==> config.mk <==
export PLATFORM = sky130hd
export DESIGN_NAME = fpro_mmio_arbiter
export DESIGN_NICKNAME = d
export VERILOG_FILES = /design/src/rtl/fpro_mmio_arbiter.sv
export SDC_FILE = /design/constraint.sdc
export NUM_CORES = 1
export LEC_CHECK = 0
export BUFFER_PORTS_ARGS = -buffer_cell sky130_fd_sc_hd__buf_2
export CAP_MARGIN = 20
export CORE_MARGIN = 2
export CORE_UTILIZATION = 45
export CTS_CLUSTER_DIAMETER = 40
export DETAILED_ROUTE_END_ITERATION = 8
export GPL_ROUTABILITY_DRIVEN = 1
export MAX_ROUTING_LAYER = met4
export PLACE_DENSITY = 0.82
export SYNTH_ARGS = -nofsm -noshare
export SYNTH_HDL_FRONTEND = slang
export SYNTH_SLANG_ARGS = --single-unit
==> constraint.sdc <==
create_clock -name clk -period 2.4 [get_ports clk]
set_clock_uncertainty 0.2 [all_clocks]
set_input_delay 0.24 -clock clk [delete_from_list [all_inputs] [get_ports clk]]
set_output_delay 0.24 -clock clk [all_outputs]
set_load 0.02 [all_outputs]
==> src/rtl/fpro_mmio_arbiter.sv <==
// Two-master arbiter in front of the FPro MMIO bus.
// Runs one single-beat transaction at a time: IDLE (arbitrate and latch the
// command) -> ISSUE (one-cycle bus strobe) -> RESP (one-cycle ack to the winner).
// The policy is either round-robin or fixed priority (M0 over M1). Fixed
// priority limits how many grants M0 can take in a row while M1 is waiting.
module fpro_mmio_arbiter #(
  parameter int ADDR_W    = 21,
  parameter int DATA_W    = 32,
  parameter int RR_EN     = 1,
  parameter int MAX_BURST = 4
) (
  input  logic              clk,
  input  logic              reset_n,
  input  logic              m0_req,
  input  logic              m0_wr,
  input  logic [ADDR_W-1:0] m0_addr,
  input  logic [DATA_W-1:0] m0_wr_data,
  output logic              m0_ack,
  output logic [DATA_W-1:0] m0_rd_data,
  input  logic              m1_req,
  input  logic              m1_wr,
  input  logic [ADDR_W-1:0] m1_addr,
  input  logic [DATA_W-1:0] m1_wr_data,
  output logic              m1_ack,
  output logic [DATA_W-1:0] m1_rd_data,
  output logic              mmio_cs,
  output logic              mmio_wr,
  output logic              mmio_rd,
  output logic [ADDR_W-1:0] mmio_addr,
  output logic [DATA_W-1:0] mmio_wr_data,
  input  logic [DATA_W-1:0] mmio_rd_data,
  output logic              busy,
  output logic              gnt_id
);

  typedef enum logic [1:0] {IDLE, ISSUE, RESP} state_t;

  localparam logic [3:0] BURST_MAX = 4'(MAX_BURST);

  state_t     state;
  logic       last_gnt;
  logic [3:0] burst_cnt;
  logic       win;

  // Pick the winner among the current requesters; only used when one exists.
  always_comb begin
    win = 1'b0;
    if (RR_EN != 0) begin
      if (m0_req && m1_req) win = ~last_gnt;
      else                  win = m1_req;
    end else begin
      if (m0_req && !(m1_req && burst_cnt == BURST_MAX)) win = 1'b0;
      else                                               win = m1_req;
    end
  end

  // A strobe can only be high in ISSUE, so busy decodes straight from state.
  assign busy = (state != IDLE);

  // Transaction FSM. The bus registers also hold the latched command, so
  // changes on a master's inputs after the grant cannot reach the bus.
  always_ff @(posedge clk or negedge reset_n) begin
    if (!reset_n) begin
      state        <= IDLE;
      last_gnt     <= 1'b1;
      gnt_id       <= 1'b0;
      burst_cnt    <= '0;
      mmio_cs      <= 1'b0;
      mmio_wr      <= 1'b0;
      mmio_rd      <= 1'b0;
      mmio_addr    <= '0;
      mmio_wr_data <= '0;
      m0_ack       <= 1'b0;
      m1_ack       <= 1'b0;
      m0_rd_data   <= '0;
      m1_rd_data   <= '0;
    end else begin
      case (state)
        IDLE: begin
          if (m0_req || m1_req) begin
            state        <= ISSUE;
            gnt_id       <= win;
            last_gnt     <= win;
            mmio_cs      <= 1'b1;
            mmio_wr      <= win ? m1_wr : m0_wr;
            mmio_rd      <= ~(win ? m1_wr : m0_wr);
            mmio_addr    <= win ? m1_addr : m0_addr;
            mmio_wr_data <= win ? m1_wr_data : m0_wr_data;
            // Count M0 grants that made a waiting M1 wait longer.
            if (!win && m1_req)
              burst_cnt <= (burst_cnt == BURST_MAX) ? burst_cnt : burst_cnt + 4'd1;
            else
              burst_cnt <= '0;
          end
        end
        ISSUE: begin
          state        <= RESP;
          mmio_cs      <= 1'b0;
          mmio_wr      <= 1'b0;
          mmio_rd      <= 1'b0;
          mmio_addr    <= '0;
          mmio_wr_data <= '0;
          if (gnt_id) m1_ack <= 1'b1;
          else        m0_ack <= 1'b1;
          if (mmio_rd) begin
            if (gnt_id) m1_rd_data <= mmio_rd_data;
            else        m0_rd_data <= mmio_rd_data;
          end
        end
        RESP: begin
          state  <= IDLE;
          m0_ack <= 1'b0;
          m1_ack <= 1'b0;
        end
        default: state <= IDLE;
      endcase
    end
  end

endmodule

Word level (Yosys, flattened, before mapping)
Index checks and enable logic that the tools add are counted.
- register bits: 126
- input bits: 144
- equality and inequality tests: 5
- mux-type cells: 20
- bitwise gates (word level): 3
- reduce and logical (&&, ||, !) cells: 12
- operators with widths (kind ; count):
    32-bit two-way mux ; 2
    32-bit one-hot mux with 2 select lines ; 1
    21-bit two-way mux ; 2
    21-bit one-hot mux with 2 select lines ; 1
    1-bit one-hot mux with 2 select lines ; 5
    2-bit AND reduction ; 4
    1-bit two-way mux ; 7
    2-bit != test (second input constant) ; 3
    3-bit AND reduction ; 2
    2-bit nonzero test ; 3
    2-bit one-hot mux with 2 select lines ; 1
    1-bit NOT ; 3
    2-bit by 1-bit == test with 1-bit output (second input constant) ; 1
    2-bit == test (second input constant) ; 1
    2-bit zero test ; 1
    2-bit two-way mux ; 1
    1-bit logical AND ; 1
    1-bit logical OR ; 1

Logic depth before layout (Yosys ltp)
- depth in word-level cells: 6
- mapped depth: 5
- gate-level depth less buffers: 4

Worst setup path after synthesis
Ideal clock, no wire load.
- path type: flip-flop to flip-flop
- start point: reg state[1]
- end point: reg m0_rd_data[0]
- arrival time: 1401 ps
- data required time: 2075 ps
- path slack: 675 ps
- stages on the path, launching flop included: 5
- path buffers: 1
- path through: dfrtp_1 -> nand2b_4 -> nor3b_4 -> buf_6 -> mux2_2
- longest elaborated chain between the ends: 2
- ends and longest elaborated chain (what ; line ; source):
    from (decl) ; 40 ; state_t state;
    from (signal assigned) ; 64 ; state <= IDLE;
    from (signal assigned) ; 81 ; state <= ISSUE;
    from (signal assigned) ; 97 ; state <= RESP;
    2-bit by 1-bit == test with 1-bit output ; 78 ; case (state)
    3-bit AND reduction (no line) ; n/a ;
    to (signal assigned) ; 107 ; else m0_rd_data <= mmio_rd_data;
    to (decl) ; 19 ; output logic [DATA_W-1:0] m0_rd_data,
Every way passes these cells.
A chain may end at the register's enable or synchronous reset.

Worst setup path in the final report
- start point: reg state[0]
- end point: out busy
- longest elaborated chain between the ends: 1
- ends and longest elaborated chain (what ; line ; source):
    2-bit nonzero test ; 58 ; assign busy = (state != IDLE);
    to (decl) ; 32 ; output logic busy,
Every way passes these cells.

==> flow_summary.yaml <==
worst_setup_path:
  crit_path_end: "busy"
  worstSetupPathType: "reg -> out"
  r2r_cells: 5
  worstSetupEndpointType: "primary output"
  timing.rr.start: "state[0]"
  arrival_ns: 1.77
  path_max_fanout: 58
  critPathRequiredTime_ns: 1.96
  startpoint_type: "flip-flop"
  reg2reg_to: "last_gnt"
  startpoint: "state[0]"
  rrSetupSlack_ns: 0.23
final_layout:
  antenna_cells: 0
  syn_to_final_growth_pct: 64.38
  fin_nets: 901
  post-route-cell-area_sq_mm: 0.008443
  seq_area_sq_mm: 0.003154
  drive_gt1_frac: 0.4766
  multiInputGateArea_sq_mm: 0.001778
  n_fill_cell: 662
logic_synthesis:
  synth_area_leader_cell: "dfrtp_1"
  ys_seq_area_frac: 0.6141
  postSynthAreaPerCell_sq_um: 14.43
  synth-simple-area-share: 0.08258
  syn_inst: 356
  synth-compound-area-share: 0.1189
  yosys-top-cells-area: "dfrtp_1, mux2_2, a221o_1"
  synth_top_cell_area_share: 0.6090
  synth-seq-cells: 126
  synthDistinctLibCells: 29
  synth_top_family_by_area: "multiplexers"
  synthMuxAreaShare: 0.1423
  synth_area_sq_mm: 0.005136
  synth_fa_ha_area_frac: 0
  syn_nets: 500
  synth-warning-count: 0
  synth-xor-area-share: 0
routing:
  first_iter_violations: 533
  routed_via_density: 5.527
  post_drt_wl_per_cell_um: 20.16
  wl_um: 18370
  dr.pass1.iters: 5
  drc: 0
  num_vias: 5035
  ant_nets: 0
timing:
  finalHoldViolCount: 0
  max_freq_ghz: 0.4523
  tightest_slew_ns: 1.020
  post-route-worst-setup-slack_ns: 0.1889
  rsz0062_at_grt: "false"
  slew_violations: 0
  final.setup.tns_ns: 0
  setup_viol: 0
  maxSlewHeadroom: 0.3198
  finalCriticalPeriod_ns: 2.211
  min_period_over_period: 0.9213
clock_tree:
  tritoncts: "done"
  cts_root_buffer: "clkbuf_16"
  cts_max_level: 4
  clock_sinks: 126
  cts.clk_slew.worst_paths_ns: 0.05
  cts.repair.resized: 0
  cts_buffers: 17
  clk_path_buf_depth: 2
  worstSkewPairLatency_ns: 0.39
grt:
  grt_usage: 0.3045
  grt_max_degree: 59
  globalRouteOverflowTotal: 0
  first_global_vias: 5372
  antenna_found_initial: 0
  grt_pass1_wl_um: 28680
die:
  io_pins: 268
  start_util: 0.4557
  die_w_um: 110.8
  coreArea_sq_mm: 0.01127
  die-area_sq_mm: 0.01228
  die_h_um: 110.8
  row_count: 39
place:
  gp_congestion: 0.8598
  port_buffers: 267
  placedInstanceArea_sq_mm: 0.006574
  dp_slack_ns: 0.2986
  dp_hpwl_um: 9827
pwr:
  p_leak_nw: 4.379
  pwr_density_cell_mw_per_mm2: 1322
  ir_drop_uv: 791.9
  p_total_mw: 11.16
worst_hold_path:
  hold_class: "in -> reg"
job:
  max_cap_viol_count: 0
outcome:
  status: "finished clean"
[final cells by class]
type                       count  area share
clock inverter                 7    0.004742
multi-input combinational    196      0.2106
tap                          143     0.02119
timing repair buffer         411      0.3311
sequential                   126      0.3736
clock buffer                  23     0.05661
inverter                       5    0.002223
[metal layers]
metal  GRT usage  part of all wire
met3     0.07764             0.093
met5           -                 0
met4      0.1508             0.043
met1      0.3631              0.38
met2      0.4843              0.49
[cell usage in the layout (no fill, tap or decap), types with 2 or more instances in the layout]
| cell | instances |
|---|---|
| inv_1 | 4 |
| clkbuf_16 | 17 |
| buf_12 | 3 |
| and3_1 | 53 |
| a22o_1 | 2 |
| buf_4 | 7 |
| o21ai_0 | 5 |
| nand2_1 | 3 |
| mux2_1 | 11 |
| a221o_1 | 53 |
| nor2_1 | 2 |
| clkinv_2 | 5 |
| clkbuf_8 | 3 |
| clkbuf_1 | 3 |
| clkinvlp_4 | 2 |
| buf_2 | 266 |
| dfrtp_1 | 125 |
| dlygate4sd3_1 | 135 |
| mux2_2 | 53 |
[cells by family after synthesis]
kind of cell           count (synthesis)
buffers and inverters                 34
DFF                                  126
and+or+nand+nor                       66
AOI/OAI and AO/OA                     65
muxes                                 65
[critical path: stages, from the launching register on]
cell and delay [ns]:
dfrtp_1 0.47, nor2_2 0.15, buf_4 0.43, inv_1 0.13, buf_2 0.19
[power by group]
part	internal (mW)	switching, mW	leakage (nW)	total [mW]
clock network	1.38	0.858	0.254	2.24
registers	3.20	0.688	1.55	3.89
logic	2.04	2.99	2.57	5.03
[registers in the layout, indices dropped and copies added, names as in the netlist]
register / flops
gnt_id: 1
last_gnt: 1
m0_ack: 1
m0_rd_data: 32
m1_ack: 1
m1_rd_data: 32
mmio_addr: 21
mmio_cs: 1
mmio_rd: 1
mmio_wr: 1
mmio_wr_data: 32
state: 2
[what timing repair did]
action,4_1_cts,5_1_grt
hold endpoints to repair,161,0
setup buffers,0,0
hold buffers,135,0
[cell usage after synthesis (all sizes together)]
cell	count
dfrtp	125
mux2	64
and3	54
a221o	53
buf	20
clkbuf	9
inv	5
o21ai	5
nand2	3
nor2	3
a22o	2
nand2b	2
a21boi	1
a21oi	1
a31oi	1
dfstp	1
mux2i	1
nand3	1
nor2b	1
nor3b	1
o211ai	1
o21bai	1
or2	1
[metrics by stage]
stage | std cells | hold WS, ns | utilization
5_1_grt | 911 | 0.01858 | 0.7490
3_5_place_dp | 746 | 0.09152 | 0.5832
4_1_cts | 911 | 0.003072 | 0.7490
2_1_floorplan | 356 | -0.2556 | -
6_report | 911 | 0.01495 | 0.7490
3_3_place_gp | 746 | 0.08258 | 0.5832
[how the worst min path moves through the flow]
stage | start | endpoint | slack, ns | cells past startpoint
2_1_floorplan | reset_n | gnt_id | -0.26 | 0
6_report | m1_addr[13] | mmio_addr[13] | 0.01 | 3
4_1_cts | m1_addr[14] | mmio_addr[14] | 0.003 | 3
5_1_grt | m1_addr[13] | mmio_addr[13] | 0.02 | 3
3_5_place_dp | reset_n | m1_rd_data[12] | 0.09 | 1
3_3_place_gp | reset_n | m1_rd_data[28] | 0.08 | 1
Power figures use the tool's default switching activity.
